File: src/rtl/seven_segment_driver.sv
`default_nettype none
// ============================================================================
//  Module      : seven_segment_driver
//  Description : Time-multiplexed driver for a 4-digit common-anode seven
//                segment display showing MM:SS. A free-running refresh
//                counter selects one digit at a time. Anode and segment
//                outputs are both registered so they always change together.
//  Revision    : 1.0 - initial release
// ============================================================================
module seven_segment_driver #(
   parameter int REFRESH_BITS = 18
) (
   input  logic       clock,
   input  logic       reset,          // synchronous, active-low
   input  logic [5:0] minutes,
   input  logic [5:0] seconds,
   output logic [3:0] anode_signals,  // active-low digit enables
   output logic [6:0] display_out     // active-low segments a..g (bit6..bit0)
);

   localparam logic [6:0] c_SEG_OFF  = 7'b1111111;
   localparam logic [6:0] c_SEG_DASH = 7'b1111110;
   localparam logic [3:0] c_AN_OFF   = 4'b1111;
   localparam logic [5:0] c_MAX_VAL  = 6'd59;

   logic [REFRESH_BITS-1:0] r_counter;
   logic [1:0]              w_sel;

   logic [3:0] w_sec_ones;
   logic [3:0] w_sec_tens;
   logic [3:0] w_min_ones;
   logic [3:0] w_min_tens;
   logic       w_sec_oor;
   logic       w_min_oor;

   logic [3:0] w_digit;
   logic       w_dash;
   logic [3:0] w_anode;
   logic [6:0] w_seg;

   // Digit-to-segment lookup, active-low, bit order a..g.
   function automatic logic [6:0] f_encode(input logic [3:0] digit);
      logic [6:0] seg;
      case (digit)
         4'd0:    seg = 7'b0000001;
         4'd1:    seg = 7'b1001111;
         4'd2:    seg = 7'b0010010;
         4'd3:    seg = 7'b0000110;
         4'd4:    seg = 7'b1001100;
         4'd5:    seg = 7'b0100100;
         4'd6:    seg = 7'b0100000;
         4'd7:    seg = 7'b0001111;
         4'd8:    seg = 7'b0000000;
         4'd9:    seg = 7'b0000100;
         default: seg = c_SEG_DASH;
      endcase
      return seg;
   endfunction

   // The two MSBs of the refresh counter pick the digit being shown.
   assign w_sel = r_counter[REFRESH_BITS-1:REFRESH_BITS-2];

   // BCD split straight from the live inputs; no capture register, so a
   // change appears the next time its digit is scanned.
   assign w_sec_tens = 4'(seconds / 6'd10);
   assign w_sec_ones = 4'(seconds % 6'd10);
   assign w_min_tens = 4'(minutes / 6'd10);
   assign w_min_ones = 4'(minutes % 6'd10);
   assign w_sec_oor  = (seconds > c_MAX_VAL);
   assign w_min_oor  = (minutes > c_MAX_VAL);

   // Select the digit value, its anode, and whether the field is out of range.
   always_comb begin
      w_digit = w_sec_ones;
      w_dash  = w_sec_oor;
      w_anode = 4'b1110;
      case (w_sel)
         2'd0: begin
            w_digit = w_sec_ones;
            w_dash  = w_sec_oor;
            w_anode = 4'b1110;
         end
         2'd1: begin
            w_digit = w_sec_tens;
            w_dash  = w_sec_oor;
            w_anode = 4'b1101;
         end
         2'd2: begin
            w_digit = w_min_ones;
            w_dash  = w_min_oor;
            w_anode = 4'b1011;
         end
         default: begin
            w_digit = w_min_tens;
            w_dash  = w_min_oor;
            w_anode = 4'b0111;
         end
      endcase
      w_seg = w_dash ? c_SEG_DASH : f_encode(w_digit);
   end

   // Refresh counter plus output registers; anode and segments share one
   // register stage so they can never show mismatched digits.
   always_ff @(posedge clock) begin
      if (!reset) begin
         r_counter     <= '0;
         anode_signals <= c_AN_OFF;
         display_out   <= c_SEG_OFF;
      end else begin
         r_counter     <= r_counter + 1'b1;
         anode_signals <= w_anode;
         display_out   <= w_seg;
      end
   end

endmodule
`default_nettype wire

File: config.mk
export PLATFORM = sky130hd
export DESIGN_NAME = seven_segment_driver
export DESIGN_NICKNAME = d
export VERILOG_FILES = /design/src/rtl/seven_segment_driver.sv
export SDC_FILE = /design/constraint.sdc
export NUM_CORES = 1
export LEC_CHECK = 0
export BUFFER_PORTS_ARGS = -buffer_cell sky130_fd_sc_hd__buf_2
export CAP_MARGIN = 30
export CORE_UTILIZATION = 41
export CTS_CLUSTER_SIZE = 25
export DETAILED_ROUTE_END_ITERATION = 6
export RECOVER_POWER = 25
export SLEW_MARGIN = 20
export SYNTH_ARGS = -nofsm -noshare
export SYNTH_HDL_FRONTEND = slang
export SYNTH_SLANG_ARGS = --single-unit
File: constraint.sdc
create_clock -name clock -period 3.9 [get_ports clock]
set_input_delay 0.585 -clock clock [delete_from_list [all_inputs] [get_ports clock]]
set_output_delay 0.585 -clock clock [all_outputs]
set_load 0.02 [all_outputs]
==> flow_summary.toml <==
[run_status]
status = "finished, final reports clean"

[layout]
design_area_um2 = 2400
area_delta_synth_final_pct = 14.2
stdcell_count = 333
n_antenna_cell = 0
num-nets-final = 289
drive_above_1_share = 0.203
utilization = 0.498

[critical_path]
crit_required_ns = 4.06
critPathLaunchType = "flop"
path_cells = "nand2b_1 -> mux2_4 -> inv_1 -> ha_1 -> nand2_1 -> mux2i_2 -> nor2b_1 -> o221a_2 -> a21o_1 -> a31oi_2 -> inv_1 -> ha_1 -> o21ai_0 -> a21bo_1"
worstReg2RegStart = "r_counter[16]$_SDFF_PN0_"
critPathMaxFanout = 7
r2r_slack_ns = 0.41
cp.arrival_ns = 3.65
crit_family = "compound AO/OA/AOI/OAI gates"
critPathSlowestCell = "mux2_4"
crit_buf_inv = 2
reg2reg_depth = 14
critical_path_depth = 14
rr_endpoint = "display_out[5]$_SDFF_PP1_"
cpPeakStageDelay_ns = 0.35
cp-end-kind = "flop"
critPathKind = "flop to flop"

[floorplan]
rows = 25
ios = 25
die_w_um = 73.6
core-area_um2 = 4820
die_y_um = 73.6
initial_utilization = 0.436
dieArea_um2 = 5410

[placed_design]
io_buffers = 24
dp_cells = 325
gp_congestion = 0.860
dpl.hpwl_um = 3300
place_area_um2 = 2280

[min_path]
whs_endpoint = "r_counter[0]$_SDFF_PN0_"
holdPathStages = 1
holdCritStartpoint = "r_counter[0]$_SDFF_PN0_"
hold_path_class = "flop to flop"

[clocking]
path_clk_slew_ns = 0.06
cts_tree = "built"
htree_num_levels = 2
clock_path_buffers = 2
numCtsBuffers = 5
clockRootBuffer = "clkbuf_8"
cts_hold_buf = 0
post-cts-setup-buffers = 0
cts_sinks = 29
ctsResizeCount = 0
clk_latency_ns = 0.27

[logic_synthesis]
yosys.area.top_type = "dfxtp_1"
ys_types = 54
seq_area_frac_synth = 0.277
netlist_area_um2 = 2100
synth_nets = 267
synthTopCellsByArea = "dfxtp_1, and2_1, ha_1"
synth_top_cell_area_share = 0.277
synth_edf_count = 0
netlist_instances = 243
ys_seq_elements = 29
synthArstFlopShare = 0
synth_ff_type = "dfxtp_1"
yosysWarnings = 0
synth_area_per_cell_um2 = 8.64

[global_route]
grt_pass1_vias = 1545
antenna_found_initial = 0
grt_pass1_wl_um = 7250
grt_usage = 0.172
grt_max_degree = 25
grt.overflow.total = 0

[sta]
fin_tns_setup_ns = 0
fmax_mhz = 287
maxSlewViolCount = 0
finalSetupViolCount = 0
tightest_slew_ns = 0.798
min_period_over_period = 0.895
rsz0062_at_grt = "false"
hold_slack_ns = 0.444
hold_viol_final = 0
relSlewSlack = 0.468
skew_ns = 0.00453
finalCriticalPeriod_ns = 3.49

[power_and_ir_drop]
powerDensity_nw_per_um2 = 333
total_leakage_power_nw = 1.02
peakVddDrop_mv = 0.186

[drt]
drt.antenna.violating_nets = 0
initialDrtViolationCount = 90
drc = 0
totalWireLength_um = 4330
drt-wirelength-per-cell_um = 13.0
drtPass1Iterations = 4
vias = 1767
via_per_inst = 5.31

[flow_run]
max-cap-violations = 0
## layout by cell type, fill, tap and decap left out, drive strengths merged, types with 6 or more instances in the layout
cell and instances:
dfxtp 29, nand3 6, ha 10, clkbuf 6, buf 30, mux2i 14
o21ai 7, nor2 8, xnor2 13, and2 21, inv 15, nand2 26
## metal layers
metal / global-route usage / routed length, µm / vias to the layer above
met5: 0 / 0 / -
met4: 0.0192 / 28 / 0
met3: 0.0412 / 166 / 4
met2: 0.273 / 2000 / 29
met1: 0.243 / 2130 / 833
li1: - / - / 901
## power breakdown
| group | total [mW] | internal [mW] | switching (mW) | leakage (nW) |
|---|---|---|---|---|
| clock | 0.304 | 0.191 | 0.113 | 0.0543 |
| combinational | 0.180 | 0.0747 | 0.105 | 0.726 |
| sequential | 0.316 | 0.311 | 0.00452 | 0.237 |
## cells by family (layout without fill, tap and decap cells)
family	after synthesis	in the layout	synth area share
and+or+nand+nor	92	92	0.247
buffers and inverters	31	54	0.0614
adders and majority gates	10	10	0.0596
xor gates and xnor gates	16	16	0.0667
DFF	29	29	0.277
muxes	19	19	0.103
AOI/OAI and AO/OA	46	46	0.185
## synth_stat cells (all sizes together) (3+ instances only)
cell,count
a21oi,5
a22oi,5
a31oi,5
and2,21
and3,4
and4,4
buf,6
clkbuf,10
dfxtp,29
ha,10
inv,15
mux2,5
mux2i,14
nand2,26
nand2b,5
nand3,6
nand4,3
nor2,8
nor2b,5
nor4bb,4
o21ai,7
o31ai,4
xnor2,13
xor2,3
## cell type report
type / instances / area (µm²)
well taps: 67 / 83.8
inverters: 15 / 56.3
clock inverters: 3 / 46.3
fillers: 504 / 2420
multi-input cells: 183 / 1390
flip-flops and latches: 29 / 581
repair buffers: 31 / 171
clock buffers: 5 / 68.8
## registers in the layout, summed over array words and instances, names as in the netlist
name / cells
anode_signals: 4
display_out: 7
r_counter: 18
## worst max path at each step
stage | startpoint | endpoint | slack (ns)
global placement | minutes[4] | display_out[5]$_SDFF_PP1_ | 0.38
detailed placement | minutes[4] | display_out[5]$_SDFF_PP1_ | 0.34
CTS | r_counter[16]$_SDFF_PN0_ | display_out[5]$_SDFF_PP1_ | 0.41
floorplan | seconds[3] | display_out[1]$_SDFF_PP1_ | 0.51
finish | r_counter[16]$_SDFF_PN0_ | display_out[5]$_SDFF_PP1_ | 0.41
global route | r_counter[16]$_SDFF_PN0_ | display_out[3]$_SDFF_PP1_ | 0.16
## metrics by stage
step                      setup slack (ns)  power, mW
final                                0.411      0.799
after global routing                 0.164      0.847
after CTS                            0.405      0.808
after detailed placement             0.335      0.503
after global placement               0.381      0.502
after floorplan                      0.515      0.456
Note: power is estimated with default switching activity, not from simulation.
